--- config.mk ---
export PLATFORM = sky130hd
export DESIGN_NAME = cgs_multilane
export DESIGN_NICKNAME = d
export VERILOG_FILES = /design/src/rtl/cgs_multilane.sv
export SDC_FILE = /design/constraint.sdc
export NUM_CORES = 1
export LEC_CHECK = 0
export BUFFER_PORTS_ARGS = -buffer_cell sky130_fd_sc_hd__buf_4
export CORE_MARGIN = 2
export CORE_UTILIZATION = 46
export CTS_BUF_LIST = sky130_fd_sc_hd__clkbuf_8
export DETAILED_ROUTE_END_ITERATION = 8
export PLACE_DENSITY = 0.72
export SKIP_LAST_GASP = 1
export SLEW_MARGIN = 20
export SYNTH_ARGS = -nofsm -noshare
export SYNTH_HDL_FRONTEND = slang
export SYNTH_SLANG_ARGS = --single-unit
--- constraint.sdc ---
create_clock -name clk_i -period 3.86 [get_ports clk_i]
set_input_delay 0.579 -clock clk_i [delete_from_list [all_inputs] [get_ports clk_i]]
set_output_delay 0.579 -clock clk_i [all_outputs]
set_load 0.01 [all_outputs]
--- src/rtl/cgs_multilane.sv ---
// Multi-lane code-group synchronisation: one INIT/DATA/CHECK tracker per lane,
// a combined registered SYNC~ and saturating per-lane loss-of-sync counters.
module cgs_multilane #(
  parameter int NUM_LANES       = 4,
  parameter int PARALLEL_OCTETS = 4,
  parameter int CGS_HOLD_WINDOW = 4,
  parameter int CGS_TOLERANCE   = 4,
  parameter int CNT_W           = 8
) (
  input  logic                                 clk_i,
  input  logic                                 rst_i,
  input  logic [NUM_LANES-1:0]                 lane_enable_i,
  input  logic [NUM_LANES*PARALLEL_OCTETS-1:0] char_cgs_i,
  input  logic [NUM_LANES*PARALLEL_OCTETS-1:0] char_error_i,
  input  logic                                 resync_i,
  input  logic                                 cnt_clr_i,
  output logic [NUM_LANES-1:0]                 lane_synced_o,
  output logic                                 sync_n_o,
  output logic [NUM_LANES*CNT_W-1:0]           loss_cnt_o
);

  typedef enum logic [1:0] {
    ST_INIT  = 2'd0,
    ST_DATA  = 2'd1,
    ST_CHECK = 2'd2
  } lane_state_e;

  localparam logic [3:0] HOLD_W = 4'(CGS_HOLD_WINDOW);
  localparam logic [3:0] TOL_W  = 4'(CGS_TOLERANCE);

  lane_state_e      state_q   [NUM_LANES];
  lane_state_e      state_d   [NUM_LANES];
  logic [3:0]       run_q     [NUM_LANES];
  logic [3:0]       run_d     [NUM_LANES];
  logic [3:0]       err_cnt_q [NUM_LANES];
  logic [3:0]       err_cnt_d [NUM_LANES];
  logic [CNT_W-1:0] loss_q    [NUM_LANES];
  logic [CNT_W-1:0] loss_d    [NUM_LANES];
  logic             sync_n_q;
  logic             sync_n_d;
  logic [NUM_LANES-1:0] loss_ev;

  function automatic logic [CNT_W-1:0] sat_inc(input logic [CNT_W-1:0] v);
    logic [CNT_W-1:0] max_v;
    max_v = '1;
    return (v == max_v) ? v : v + 1'b1;
  endfunction

  // Per-lane beat classification and state transitions
  always_comb begin
    logic [PARALLEL_OCTETS-1:0] cgs_l;
    logic [PARALLEL_OCTETS-1:0] err_l;
    logic                       good_k;
    logic                       any_err;
    logic                       full_err;
    logic [3:0]                 run_inc;
    logic [3:0]                 err_inc;
    for (int l = 0; l < NUM_LANES; l++) begin
      cgs_l    = char_cgs_i[l*PARALLEL_OCTETS +: PARALLEL_OCTETS];
      err_l    = char_error_i[l*PARALLEL_OCTETS +: PARALLEL_OCTETS];
      good_k   = (&cgs_l) & ~(|err_l);
      any_err  = |err_l;
      full_err = &err_l;
      run_inc  = run_q[l] + 4'd1;
      err_inc  = err_cnt_q[l] + 4'd1;

      state_d[l]   = state_q[l];
      run_d[l]     = run_q[l];
      err_cnt_d[l] = err_cnt_q[l];
      loss_ev[l]   = 1'b0;

      if (resync_i || !lane_enable_i[l]) begin
        state_d[l]   = ST_INIT;
        run_d[l]     = 4'd0;
        err_cnt_d[l] = 4'd0;
      end else begin
        case (state_q[l])
          ST_INIT: begin
            if (good_k) begin
              run_d[l] = run_inc;
              if (run_inc == HOLD_W) begin
                state_d[l]   = ST_DATA;
                run_d[l]     = 4'd0;
                err_cnt_d[l] = 4'd0;
              end
            end else begin
              run_d[l] = 4'd0;
            end
          end
          ST_DATA: begin
            if (any_err) begin
              state_d[l]   = ST_CHECK;
              err_cnt_d[l] = 4'd1;
              run_d[l]     = 4'd0;
            end
          end
          ST_CHECK: begin
            if (full_err) begin
              state_d[l]   = ST_INIT;
              run_d[l]     = 4'd0;
              err_cnt_d[l] = 4'd0;
              loss_ev[l]   = 1'b1;
            end else if (any_err) begin
              run_d[l]     = 4'd0;
              err_cnt_d[l] = err_inc;
              // >= so a tolerance of 1 still exits even though entry preloads 1
              if (err_inc >= TOL_W) begin
                state_d[l]   = ST_INIT;
                err_cnt_d[l] = 4'd0;
                loss_ev[l]   = 1'b1;
              end
            end else begin
              run_d[l] = run_inc;
              if (run_inc == HOLD_W) begin
                state_d[l]   = ST_DATA;
                run_d[l]     = 4'd0;
                err_cnt_d[l] = 4'd0;
              end
            end
          end
          default: begin
            state_d[l]   = ST_INIT;
            run_d[l]     = 4'd0;
            err_cnt_d[l] = 4'd0;
          end
        endcase
      end

      if (cnt_clr_i) begin
        loss_d[l] = '0;
      end else if (loss_ev[l]) begin
        loss_d[l] = sat_inc(loss_q[l]);
      end else begin
        loss_d[l] = loss_q[l];
      end
    end
  end

  // SYNC~ aggregation across enabled lanes from registered lane status
  always_comb begin
    logic all_ok;
    all_ok = 1'b1;
    for (int l = 0; l < NUM_LANES; l++) begin
      if (lane_enable_i[l] && !lane_synced_o[l]) begin
        all_ok = 1'b0;
      end
    end
    sync_n_d = (|lane_enable_i) & all_ok & ~resync_i;
  end

  always_ff @(posedge clk_i) begin
    if (rst_i) begin
      for (int l = 0; l < NUM_LANES; l++) begin
        state_q[l]   <= ST_INIT;
        run_q[l]     <= 4'd0;
        err_cnt_q[l] <= 4'd0;
        loss_q[l]    <= '0;
      end
      sync_n_q <= 1'b0;
    end else begin
      for (int l = 0; l < NUM_LANES; l++) begin
        state_q[l]   <= state_d[l];
        run_q[l]     <= run_d[l];
        err_cnt_q[l] <= err_cnt_d[l];
        loss_q[l]    <= loss_d[l];
      end
      sync_n_q <= sync_n_d;
    end
  end

  for (genvar g = 0; g < NUM_LANES; g++) begin : g_out
    assign lane_synced_o[g]              = (state_q[g] != ST_INIT);
    assign loss_cnt_o[g*CNT_W +: CNT_W]  = loss_q[g];
  end

  assign sync_n_o = sync_n_q;

endmodule

# After elaboration in Yosys (flattened, before gate mapping)
# Memory sizes are Yosys's and may differ from the RTL's.
# Cells that the tools add are included.
# word_totals
ramBits	72
inputBits	40
n_memories	4
wordCells	248
regBits	1
output_inout_bits	37
# classes
n_bitwise	27
reduce_logical	37
order_cmp	4
n_eq_ne	16
mux	147
n_addsub	12
# memory_table
name	depth	word_bits	rd	rd_ports_with_merged_regs	write_ports	line	rtl
loss_q	4	8	4	0	4	37	logic [CNT_W-1:0] loss_q [NUM_LANES];
err_cnt_q	4	4	4	0	4	35	logic [3:0] err_cnt_q [NUM_LANES];
run_q	4	4	4	0	4	33	logic [3:0] run_q [NUM_LANES];
state_q	4	2	4	0	4	31	lane_state_e state_q [NUM_LANES];
# ops
op	n
$mux 4	60
$mux 8	16
$pmux 4 s3	8
$mux 2	32
$add 4x1->4 const B	8
$add 8x1->8 const B	4
$eq 8x8->1 const B	4
$reduce_and 4->1	8
$mux 1	27
$pmux 2 s3	4
$reduce_or 4->1	5
$eq 4x3->1 const B	4
$ge 4x3->1 const B	4
$or 1x1->1	16
$eq 2x1->1 const B	4
$eq 2x2->1 const B	4
$logic_not 1->1	8
$logic_not 2->1	4
$reduce_bool 2->1	4
$and 1x1->1	6
$not 1->1	5
$logic_and 1x1->1	4
$logic_or 1x1->1	4

# Longest topological paths before layout
# logic_depth
depth_word	10
ltp_mapped	8
ltp_nobuf	7

# Least setup slack after synthesis
# No wires, ideal clock.
# synth_timing
path_kind	input -> register
startpoint	in char_error_i[9]
endpoint	mem loss_q[2][3]
t_required_ps	3744
path_stages	6
setup_time_ps	116
arrival_ps	1828
path_buffers	1
path_slack_ps	1917
cell_sequence	or4_1 -> buf_4 -> o21a_1 -> o21ai_4 -> a211oi_1 -> a31o_1
# synth_rtl
item	line	rtl
start, declared	14	input logic [NUM_LANES*PARALLEL_OCTETS-1:0] char_error_i,
end, declared	37	

==> flow_metrics.tcl <==
set metrics [dict create \
    cap_violations 0 \
    avgSynthCellArea_um2 8.17 \
    cp.arrival_ps 2290 \
    finClkSkew_ps 8.30 \
    grt_max_degree 32 \
    r2r_slack_ps 1810 \
    synthDistinctLibCells 74 \
    setup_viol 0 \
    cts_hold_buffers 0 \
    die_area_um2 9800 \
    yosysWarnings 0 \
    rsz0062_at_grt "no" \
    post_drt_wl_per_cell_um 14.1 \
    setup_ws_ps 1810 \
    cp-start-kind "flop" \
    drc 0 \
    fill_cells 792 \
    clockBufferDepth 2 \
    syn_area_um2 4150 \
    via_count 3948 \
    fin_util_pct 57.6 \
    synth-edff-count 0 \
    grt-ovfl-total 0 \
    rr_endpoint "err_cnt_q[3][3]" \
    drive_above_1_share_pct 18.7 \
    ctsRootBufferMaster "clkbuf_8" \
    die_x_um 99.0 \
    postSynth.asyncResetShare_pct 0 \
    cts.htree.levels 3 \
    cts_buffers 9 \
    ys_seq_area_share_pct 35.2 \
    required_ps 4110 \
    postCtsSetupBuffers 0 \
    wl_met3_um 437 \
    worst_slew_pin_slew_ps 832 \
    hold_end "sync_n_o" \
    grt_pass1_wl_mm 16.3 \
    drv_slew 0 \
    drt-met1-wl_mm 4.64 \
    viasPerCell 5.67 \
    r2r_cells 7 \
    timing.slew.headroom_pct 44.3 \
    antenna_found_initial 0 \
    ys_seq_elements 73 \
    die_h_um 99.0 \
    io_buffers 76 \
    holdPathStages 2 \
    dr.pass1.iters 5 \
    first_global_vias 3688 \
    crit_path_end_kind "flop" \
    max_freq_ghz 0.488 \
    post-route-period-util_pct 53.0 \
    rows 34 \
    hold_viol_final 0 \
    preCtsSetupSlack_ps 1560 \
    area_delta_synth_final_pct 21.0 \
    topRoutingLayerUsed "met4" \
    worstHoldStart "lane_enable_i[2]" \
    cts_resized 0 \
    syn-instance-count 508 \
    min_period_ps 2050 \
    cellPowerDensity_nw_per_um2 299 \
    ant_nets 0 \
    drt_iter0_markers 215 \
    timing.rr.start "run_q[3][0]" \
    diodes 0 \
    place.gp.congestion 0.851 \
    initial_core_util_pct 47.6 \
    dp_hpwl_mm 7.30 \
    clk_latency_ps 350 \
    ir_worst_vdd_uv 212 \
    critPathMaxFanout 6 \
    cts_tree "yes" \
    grt_use_total_pct 20.1 \
    p_leak_nw 1.87 \
    hold_class "primary input to flop" \
    coreArea_um2 8720 \
    status "completed" \
    crit_type "flop to flop" \
    setup_tns_ps 0 \
    nets 639 \
    cts.reportedPaths.clkPinSlew_ps 80 \
    dr_wl_met2_mm 4.62 \
    io_pins 77 \
    wl_mm 9.80 \
    numClockSinks 73 \
    synthesis.nets 564 \
    synth-main-ff-cell "dfxtp_1" \
]
worst max-delay path, stage by stage (launching register included):
cell     delay (ps)
dfxtp_1         430
ha_1            220
nor2b_1         160
a21oi_1          50
o32ai_1         520
mux2i_1         160
a22o_1          230
and4_1          200
through the flow:
stage / hold WS, ps / instances / instance area [µm²] / power, mW
5_1_grt: 456 / 696 / 5020 / 1.55
6_report: 467 / 696 / 5020 / 1.50
3_5_place_dp: 486 / 680 / 4800 / 0.841
3_3_place_gp: 471 / 680 / 4800 / 0.839
2_1_floorplan: 454 / 508 / 4150 / 0.796
4_1_cts: 446 / 696 / 5020 / 1.52
synth_stat cells (2+ instances only):
cell type | number | share of area (%)
clkbuf_1 | 6 | 0.54
a311oi_1 | 2 | 0.42
nand2b_1 | 4 | 0.60
o21a_1 | 4 | 0.72
ha_1 | 16 | 4.8
nor2_1 | 74 | 6.7
o2111ai_1 | 2 | 0.42
dfxtp_1 | 73 | 35
o21ai_1 | 7 | 0.84
nor4_2 | 2 | 0.60
xnor2_1 | 25 | 5.3
a2111oi_2 | 2 | 0.72
a221oi_1 | 3 | 0.63
a211oi_1 | 5 | 0.90
o32ai_1 | 2 | 0.42
nor4b_2 | 2 | 0.72
nor4_1 | 8 | 1.2
nor3_1 | 23 | 2.8
a31o_1 | 2 | 0.42
a31oi_1 | 3 | 0.45
nor2_2 | 2 | 0.30
or4_1 | 6 | 1.1
xor2_1 | 2 | 0.42
nand4_1 | 7 | 1.1
a21o_1 | 2 | 0.36
nor2b_1 | 14 | 2.1
and2_1 | 8 | 1.2
a21oi_1 | 31 | 3.7
o21ai_0 | 9 | 1.1
o211ai_1 | 3 | 0.54
and4_1 | 8 | 1.7
a41oi_1 | 2 | 0.42
buf_2 | 3 | 0.36
nand3b_1 | 8 | 1.4
a21bo_1 | 2 | 0.48
a22oi_1 | 9 | 1.6
nand2_1 | 45 | 4.1
mux2i_1 | 2 | 0.48
inv_1 | 14 | 1.3
and3_1 | 9 | 1.4
nand3_1 | 24 | 2.9
how the worst max path moves through the flow:
| stage | endpoint | startpoint | slack [ps] | depth (start not counted) |
|---|---|---|---|---|
| floorplan | loss_q[2][3] | char_error_i[9] | 1920 | 6 |
| global placement | err_cnt_q[0][0] | resync_i | 1520 | 6 |
| detailed placement | err_cnt_q[0][0] | resync_i | 1560 | 6 |
| CTS | loss_q[2][5] | err_cnt_q[2][0] | 1820 | 7 |
| global route | err_cnt_q[3][3] | run_q[3][0] | 1590 | 7 |
| finish | err_cnt_q[3][3] | run_q[3][0] | 1810 | 7 |
state kept, by name, summed over array words and instances, names as in the netlist:
name	count
state_q	8
err_cnt_q	16
sync_n_o	1
loss_q	32
run_q	16
metal layers:
layer | up-vias | GRT usage (%)
met5 | - | 0
met4 | 0 | 6.95
met3 | 11 | 4.68
met2 | 87 | 33.5
met1 | 1839 | 25.4
li1 | 2011 | -
cells in the final DEF (no fill, tap or decap), types with 9 or more instances in the layout:
master	count
and3_1	9
dfxtp_1	73
a21oi_1	31
ha_1	16
a22oi_1	9
buf_4	76
clkbuf_8	10
nor2_1	74
nand3_1	24
nor2b_1	14
nor3_1	23
xnor2_1	25
o21ai_0	9
inv_1	14
nand2_1	45
area by class of cell:
class	instances	area, µm²	area share [%]
clock buffers	10	138	2.74
clock inverters	6	90.1	1.79
inverters	15	56.3	1.12
multi-input cells	408	2570	51.2
flip-flops and latches	73	1460	29.1
well taps	108	135	2.69
repair buffers	76	571	11.4
cells by family after synthesis:
group / after synthesis / synth area share, %
adders and majority gates: 16 / 4.82
and+or+nand+nor: 255 / 32.5
buffers and inverters: 27 / 2.83
muxes: 2 / 0.482
AOI/OAI and AO/OA: 108 / 18.5
DFF: 73 / 35.2
xor gates and xnor gates: 27 / 5.69
power breakdown:
group | internal (mW) | total [mW] | switching (mW)
registers | 0.752 | 0.752 | 0.0000884
logic | 0.0328 | 0.0707 | 0.0380
clock network | 0.384 | 0.681 | 0.297
No activity file was read; power rests on OpenSTA's default activity.
